$ cat config.mk
export PLATFORM = sky130hd
export DESIGN_NAME = uart_recv_flat
export DESIGN_NICKNAME = d
export VERILOG_FILES = /design/src/rtl/uart_pkg.sv /design/src/rtl/uart_recv_if.sv /design/src/rtl/uart_baud_tick.sv /design/src/rtl/uart_recv.sv /design/src/flat_wrapper.sv
export SDC_FILE = /design/constraint.sdc
export NUM_CORES = 1
export LEC_CHECK = 0
export ABC_AREA = 1
export CAP_MARGIN = 20
export CORE_MARGIN = 5
export CORE_UTILIZATION = 60
export DETAILED_ROUTE_END_ITERATION = 7
export PLACE_DENSITY_LB_ADDON = 0.15
export RECOVER_POWER = 50
export SLEW_MARGIN = 30
export SYNTH_ARGS = -nofsm -noshare
export SYNTH_HDL_FRONTEND = slang
export SYNTH_HIERARCHICAL = 1
export SYNTH_SLANG_ARGS = --single-unit
$ cat constraint.sdc
create_clock -name clk -period 2.85 [get_ports clk]
set_input_delay 0.4275 -clock clk [delete_from_list [all_inputs] [get_ports clk]]
set_output_delay 0.4275 -clock clk [all_outputs]
set_load 0.02 [all_outputs]
$ cat src/rtl/uart_pkg.sv
// ============================================================================
// uart_pkg : shared types and constants for the UART receive path
// Rev 1.0
// ============================================================================
`default_nettype none

package uart_pkg;

  typedef enum logic [1:0] {
    IDLE  = 2'd0,
    START = 2'd1,
    DATA  = 2'd2,
    STOP  = 2'd3
  } state_e;

  localparam int unsigned OVERSAMPLE  = 16;
  localparam int unsigned MID         = 7;
  localparam int unsigned ACC_INC_DEF = 288;
  localparam int unsigned ACC_MOD_DEF = 15625;

endpackage

`default_nettype wire

$ cat src/rtl/uart_recv_if.sv
// ============================================================================
// uart_recv_if : serial input and byte-level outputs of the UART receiver
// Rev 1.0
// ============================================================================
`default_nettype none

interface uart_recv_if;

  logic       s_in;
  logic [7:0] data_out;
  logic       valid;
  logic       frame_err;
  logic       busy;

  modport master (
    input  s_in,
    output data_out,
    output valid,
    output frame_err,
    output busy
  );

  modport slave (
    output s_in,
    input  data_out,
    input  valid,
    input  frame_err,
    input  busy
  );

endinterface

`default_nettype wire

$ cat src/rtl/uart_baud_tick.sv
// ============================================================================
// uart_baud_tick : fractional phase accumulator producing the 16x baud tick
// Rev 1.0
// ============================================================================
`default_nettype none

module uart_baud_tick
  import uart_pkg::*;
#(
  parameter int unsigned ACC_INC = ACC_INC_DEF,
  parameter int unsigned ACC_MOD = ACC_MOD_DEF,
  parameter int unsigned ACC_W   = 16
) (
  input  wire  clk,
  input  wire  rst_n,
  output logic tick_o
);

  logic [ACC_W-1:0] acc_q;
  logic [ACC_W-1:0] acc_d;
  logic [ACC_W:0]   sum_w;

  // One extra bit so the wrap comparison cannot overflow.
  assign sum_w = {1'b0, acc_q} + (ACC_W+1)'(ACC_INC);

  always_comb begin
    tick_o = 1'b0;
    acc_d  = sum_w[ACC_W-1:0];
    if (sum_w >= (ACC_W+1)'(ACC_MOD)) begin
      tick_o = 1'b1;
      acc_d  = ACC_W'(sum_w - (ACC_W+1)'(ACC_MOD));
    end
  end

  always_ff @(posedge clk or negedge rst_n) begin
    if (!rst_n) acc_q <= '0;
    else        acc_q <= acc_d;
  end

endmodule

`default_nettype wire

$ cat src/rtl/uart_recv.sv
// ============================================================================
// uart_recv : 8N1 serial receiver, 16x oversampled with mid-bit sampling
// Rev 1.0
// ============================================================================
`default_nettype none

module uart_recv
  import uart_pkg::*;
#(
  parameter int unsigned ACC_INC = ACC_INC_DEF,
  parameter int unsigned ACC_MOD = ACC_MOD_DEF,
  parameter int unsigned ACC_W   = 16
) (
  input  wire         clk,
  input  wire         rst_n,
  uart_recv_if.master bus
);

  localparam logic [3:0] C_MID  = 4'(MID);
  localparam logic [3:0] C_LAST = 4'(OVERSAMPLE - 1);

  logic       tick_w;
  logic [1:0] sync_q;
  logic       rx_w;

  state_e     state_q, state_d;
  logic [3:0] tcnt_q, tcnt_d;
  logic [2:0] bcnt_q, bcnt_d;
  logic [7:0] sh_q, sh_d;
  logic [7:0] data_q, data_d;
  logic       valid_q, valid_d;
  logic       ferr_q, ferr_d;
  logic       seen_q, seen_d;

  uart_baud_tick #(
    .ACC_INC (ACC_INC),
    .ACC_MOD (ACC_MOD),
    .ACC_W   (ACC_W)
  ) u_tick (
    .clk    (clk),
    .rst_n  (rst_n),
    .tick_o (tick_w)
  );

  assign rx_w = sync_q[1];

  always_comb begin
    state_d = state_q;
    tcnt_d  = tcnt_q;
    bcnt_d  = bcnt_q;
    sh_d    = sh_q;
    data_d  = data_q;
    valid_d = 1'b0;
    ferr_d  = 1'b0;
    seen_d  = seen_q;
    if (tick_w) begin
      case (state_q)
        IDLE: begin
          // A start is only accepted once the line has idled high since the last frame.
          if (rx_w) begin
            seen_d = 1'b1;
          end else if (seen_q) begin
            state_d = START;
            tcnt_d  = 4'd0;
          end
        end
        START: begin
          if (tcnt_q == C_MID) begin
            tcnt_d  = 4'd0;
            bcnt_d  = 3'd0;
            state_d = rx_w ? IDLE : DATA;
          end else begin
            tcnt_d = tcnt_q + 4'd1;
          end
        end
        DATA: begin
          if (tcnt_q == C_LAST) begin
            tcnt_d = 4'd0;
            sh_d   = {rx_w, sh_q[7:1]};
            if (bcnt_q == 3'd7) state_d = STOP;
            else                bcnt_d  = bcnt_q + 3'd1;
          end else begin
            tcnt_d = tcnt_q + 4'd1;
          end
        end
        STOP: begin
          if (tcnt_q == C_LAST) begin
            tcnt_d  = 4'd0;
            seen_d  = 1'b0;
            state_d = IDLE;
            if (rx_w) begin
              data_d  = sh_q;
              valid_d = 1'b1;
            end else begin
              ferr_d  = 1'b1;
            end
          end else begin
            tcnt_d = tcnt_q + 4'd1;
          end
        end
        default: state_d = IDLE;
      endcase
    end
  end

  always_ff @(posedge clk or negedge rst_n) begin
    if (!rst_n) begin
      sync_q  <= 2'b11;
      state_q <= IDLE;
      tcnt_q  <= 4'd0;
      bcnt_q  <= 3'd0;
      sh_q    <= 8'd0;
      data_q  <= 8'd0;
      valid_q <= 1'b0;
      ferr_q  <= 1'b0;
      seen_q  <= 1'b1;
    end else begin
      sync_q  <= {sync_q[0], bus.s_in};
      state_q <= state_d;
      tcnt_q  <= tcnt_d;
      bcnt_q  <= bcnt_d;
      sh_q    <= sh_d;
      data_q  <= data_d;
      valid_q <= valid_d;
      ferr_q  <= ferr_d;
      seen_q  <= seen_d;
    end
  end

  assign bus.data_out  = data_q;
  assign bus.valid     = valid_q;
  assign bus.frame_err = ferr_q;
  assign bus.busy      = (state_q != IDLE);

endmodule

`default_nettype wire
$ cat src/flat_wrapper.sv
// flat-port wrapper written by rule: the top's interface ports become plain ports
module uart_recv_flat import uart_pkg::*;
#(
  parameter int unsigned ACC_INC = ACC_INC_DEF,
  parameter int unsigned ACC_MOD = ACC_MOD_DEF,
  parameter int unsigned ACC_W   = 16
)
  (clk, rst_n, bus_s_in, bus_data_out, bus_valid, bus_frame_err, bus_busy);
  uart_recv_if bus_i ();
  input  wire clk;
  input  wire rst_n;
  input wire logic [$bits(bus_i.s_in)-1:0] bus_s_in;
  output wire logic [$bits(bus_i.data_out)-1:0] bus_data_out;
  output wire logic [$bits(bus_i.valid)-1:0] bus_valid;
  output wire logic [$bits(bus_i.frame_err)-1:0] bus_frame_err;
  output wire logic [$bits(bus_i.busy)-1:0] bus_busy;
  assign bus_i.s_in = bus_s_in;
  assign bus_data_out = bus_i.data_out;
  assign bus_valid = bus_i.valid;
  assign bus_frame_err = bus_i.frame_err;
  assign bus_busy = bus_i.busy;
  uart_recv #(.ACC_INC(ACC_INC), .ACC_MOD(ACC_MOD), .ACC_W(ACC_W)) u_core (.clk(clk), .rst_n(rst_n), .bus(bus_i));
endmodule
* Word-level counts from Yosys, hierarchy flattened
Cells that the tools add are included.
** Word-level totals
- Register bits after elaboration :: 46
- Input bits :: 3
- Output and inout port bits :: 11
** Cells by class
- Add/subtract/negate cells :: 4
- Order comparisons :: 1
- Equal/unequal tests :: 14
- Mux-type cells :: 30
- Reductions and logical operators :: 11
** Operators by type and width (number)
- $add 16x9->17 const B :: 1
- $ge 17x14->1 const B :: 1
- $mux 16 :: 1
- $mux 4 :: 4
- $sub 16x14->16 const B :: 1
- $mux 2 :: 7
- $ne 2x1->1 const B :: 6
- $pmux 4 s3 :: 1
- $mux 1 :: 11
- $mux 3 :: 3
- $pmux 2 s4 :: 1
- $reduce_and 4->1 :: 2
- $reduce_and 7->1 :: 1
- $pmux 3 s2 :: 1
- $reduce_and 3->1 :: 2
- $reduce_bool 2->1 :: 3
- $reduce_and 5->1 :: 1
- $add 4x1->4 const B :: 1
- $eq 2x2->1 const B :: 2
- $eq 4x3->1 const B :: 1
- $eq 4x4->1 const B :: 1
- $ne 2x2->1 const B :: 2
- $add 3x1->3 const B :: 1
- $eq 3x3->1 const B :: 1
- 4 further kinds :: 4

* Logic depth before layout (Yosys ltp)
- Word-level depth :: 4
- Depth in mapped cells :: 16
- Mapped depth without buffers :: 15

* Modules after synthesis
Netlist, hierarchy kept.
** By module, submodules not included
- uart_recv :: times used 1, cells an instance 143, area an instance 1392.6 sq um
- uart_baud_tick :: times used 1, cells an instance 185, area an instance 1340.0 sq um

* Least setup slack after synthesis
OpenSTA, ideal clock, no wires.
- Path kind :: reg2reg
- Start :: reg u_core.u_tick.acc_q[5]
- End :: reg u_core.sh_q[0]
- Setup time :: 0.121 ns
- Arrival time :: 2.334 ns
- Setup slack :: 0.395 ns
- Stages on the path, launching flop included :: 15
- Buffers on the path :: 2
- Cells stage by stage :: dfrtp_1 -> ha_1 -> nand2_2 -> nand2_4 -> nand3_4 -> xor2_2 -> nand2_2 -> nor2_4 -> nand2_2 -> nand2_4 -> buf_6 -> inv_1 -> nor4_4 -> buf_6 -> o21ai_1
** On the way
- Longest elaborated chain between the ends :: 4
** RTL lines
- start, declared :: line uart_baud_tick.sv:19 : logic [ACC_W-1:0] acc_q;
- start signal, assigned :: line uart_baud_tick.sv:36 : if (!rst_n) acc_q <= '0;
- start signal, assigned :: line uart_baud_tick.sv:37 : else acc_q <= acc_d;
- $add 16x9->17 :: line uart_baud_tick.sv:24 : assign sum_w = {1'b0, acc_q} + (ACC_W+1)'(ACC_INC);
- $ge 17x14->1 :: line uart_baud_tick.sv:29 : if (sum_w >= (ACC_W+1)'(ACC_MOD)) begin
- $mux 1 :: line uart_baud_tick.sv:29
- net u_core.tick_w :: line uart_recv.sv:22 : logic tick_w;
- $reduce_and 3->1 (no line)
- end signal, assigned :: line uart_recv.sv:112 : sh_q <= 8'd0;
- end signal, assigned :: line uart_recv.sv:122 : sh_q <= sh_d;
- end, declared :: line uart_recv.sv:29 : logic [7:0] sh_q, sh_d;
The timed path passes the listed nets, and every way through them passes these cells.
A chain may end at the register's enable or synchronous reset.

* Final worst setup path
- Start :: reg u_core.u_tick.acc_q[5]
- End :: reg u_core.sh_q[3]
The elaborated chain is that of the path after synthesis.

==> reports/results.ini <==
[run_status]
status = finished clean

[floorplan]
die_x_um = 77.5
core_um2 = 4380
die_h_um = 77.5
die-area_um2 = 6000
row_count = 24
initial_utilization = 0.623
ios = 14

[sta]
maxSlewHeadroom = 0.258
skew_ns = 0.0110
rsz0062_at_grt = false
setup_slack_ns = 0.386
report.final.slew_viol_count = 0
finalSetupViolations = 0
fin_setup_tns_ns = 0
finalHoldViolations = 0
period_share = 0.865
worstMarginPinSlew_ns = 1.11
min_period_ns = 2.46
fmax_mhz = 406

[routing]
vias = 2016
antenna_left = 0
drc = 0
totalWireLength_um = 4710
wl_met3_um = 96
wl_per_cell_um = 11.8
top_layer = met4
first_pass_iters = 4
initialDrtViolationCount = 126
via_per_inst = 5.05
wirelength_met1_um = 2170
wl_met2_um = 2390

[flow_run]
maxCapViolCount = 0

[critical_path]
cp.arrival_ns = 2.69
cp_max_fo = 16
required_ns = 3.08
critPathKind = register to register
slowest_delay_ns = 0.47
cpLargestDelayFamily = simple AND/OR/NAND/NOR gates
worst-path-buf-inv = 3
critPathCaptureType = register
crit_slowest_cell = dfrtp_1
crit_chain = ha_1 > nand2_2 > inv_1 > nor2_1 > a21oi_1 > nand3_1 > nand2_2 > nand2_4 > inv_1 > nor4_4 > buf_4 > nand2_1 > o21ai_1
start_kind = register

[finish]
nNetsFinal = 356
final_common_cell = nand2_1
final_cell_mix = nand2_1, dfrtp_1, inv_1, nand3_1, nand2_2
drive_gt1_frac = 0.202
area_growth_pct = 9.89
nFillCells = 343
antenna_cells = 0

[power]
ir_drop_mv = 0.307
p_leak_nw = 1.57
powerDensity_nw_per_um2 = 386

[worst_hold_path]
hold_class = primary input to async pin

[clocking]
clock_path_buffers = 2
clkTransAtPathRegs_ns = 0.10
numCtsBuffers = 5
cts_hold_buf = 0
cts_tree = built
clock_latency_ns = 0.30
htreeDepth = 2
cts.repair.resized = 0
cts_root_buffer = clkbuf_8
post_cts_buffers = 0
clock_sink_count = 46

[synth]
avgSynthCellArea_um2 = 8.33
ys_seq_elements = 46
syn_nets = 338
seq_area_frac_synth = 0.423
ys_top_cells_by_area = dfrtp_1, nand2_1, inv_1, o21ai_2, nand3_1
synth_area_leader_cell = dfrtp_1
postSynthCellCount = 328
netlist_area_um2 = 2730
yosys_warnings = 6
synth_top_area_share = 0.394
yosysUniqueCellTypes = 36

[grt]
grt.overflow.total = 0
grt_pass1_wl_um = 8490
grt_max_degree = 47
grt_pass1_vias = 1975
grtUsageTotal = 0.168
antenna_found_initial = 0

[placed_design]
io_buffer_count = 13
dpl.hpwl_um = 3430
post-place-ws_ns = 0.400
gp_congestion = 0.879

==> worst reg2reg max path, delay by kind of cell, from the launching register on <==
kind,cells,cell delay [ns]
AND/OR/NAND/NOR,7,1.03
flip-flops,1,0.47
adder cells (fa/ha/maj),1,0.28
AO/OA/AOI/OAI,2,0.22
buffers and inverters,3,0.40
==> final timing paths <==
path	startpoint	slack, ns	cells after the start	to
setup / recovery	u_core/u_tick/acc_q[5]	0.39	13	u_core/sh_q[3]
hold / removal	rst_n	0.33	1	u_core/bus.data_out[0]
setup reg to reg	u_core/u_tick/acc_q[5]	0.39	13	u_core/sh_q[3]
hold reg to reg	u_core/sync_q[0]	0.36	0	u_core/sync_q[1]
max in group asynchronous	rst_n	1.85	1	u_core/bus.data_out[2]
min in group clk	u_core/sync_q[0]	0.36	0	u_core/sync_q[1]
==> cell type report <==
class | instances | area (um^2) | area share
inverters | 51 | 191 | 0.0638
flip-flops and latches | 46 | 1150 | 0.385
multi-input cells | 227 | 1340 | 0.445
well taps | 52 | 65.1 | 0.0217
clock inverters | 3 | 45.0 | 0.0150
repair buffers | 15 | 140 | 0.0467
clock buffers | 5 | 68.8 | 0.0229
==> report_power, final <==
part           total [W]  internal (W)  switching (W)
Combinational  0.0000153    0.00000159      0.0000137
Sequential      0.000656      0.000655    0.000000926
Clock           0.000488      0.000261       0.000227
==> stage by stage <==
| stage | instance area (um^2) | hold slack (ns) | util | std cells | total power, W |
|---|---|---|---|---|---|
| floorplan | 2730 | 0.132 | - | 328 | 0.000670 |
| global placement | 2890 | 0.350 | 0.659 | 391 | 0.000686 |
| detailed placement | 2890 | 0.349 | 0.660 | 391 | 0.000686 |
| CTS | 3010 | 0.139 | 0.686 | 399 | 0.00118 |
| global route | 3000 | 0.368 | 0.685 | 399 | 0.00121 |
| finish | 3000 | 0.332 | 0.685 | 399 | 0.00116 |
==> routing by layer <==
| metal | track usage | vias to the layer above |
|---|---|---|
| li1 | - | 1057 |
| met5 | 0 | - |
| met2 | 0.297 | 21 |
| met1 | 0.214 | 933 |
| met4 | 0.0447 | 0 |
| met3 | 0.0266 | 5 |
==> cell usage after synthesis <==
cell	instances
inv_2	11
o22ai_1	1
nor3_1	1
nand3_2	4
buf_8	1
nand2_4	2
nand3_4	2
nor2_2	3
o21a_1	8
a22o_1	1
inv_1	39
dfrtp_1	43
mux2i_1	1
and3_1	1
buf_6	3
xnor2_1	2
nor4_4	1
nand3_1	19
nor2_1	11
o21ai_0	3
xor2_2	2
nand2_2	15
nand4_1	2
nor2_4	4
o21ai_2	11
nand2_1	100
xor2_1	9
nand3b_1	3
clkinv_1	1
a21oi_1	5
o31ai_1	1
a21boi_0	1
dfstp_2	3
ha_1	7
nor2_8	1
o21ai_1	6
==> cells by family after synthesis <==
group           synth area share
simple gates               0.313
buf+inv                   0.0879
flops                      0.423
compound gates            0.0939
xor+xnor                  0.0472
fa+ha+maj                 0.0320
mux                      0.00366
==> flip-flops by register name, summed over array words and instances, names as in the netlist, named ones only <==
register / flops
u_core/tcnt_q: 4
u_core/sync_q: 2
u_core/bcnt_q: 3
u_core/u_tick/acc_q: 16
u_core/state_q: 1
u_core/sh_q: 8
u_core/bus.frame_err: 1
u_core/bus.valid: 1
u_core/bus.data_out: 8
u_core/seen_q: 1
Power figures use the tool's default switching activity.
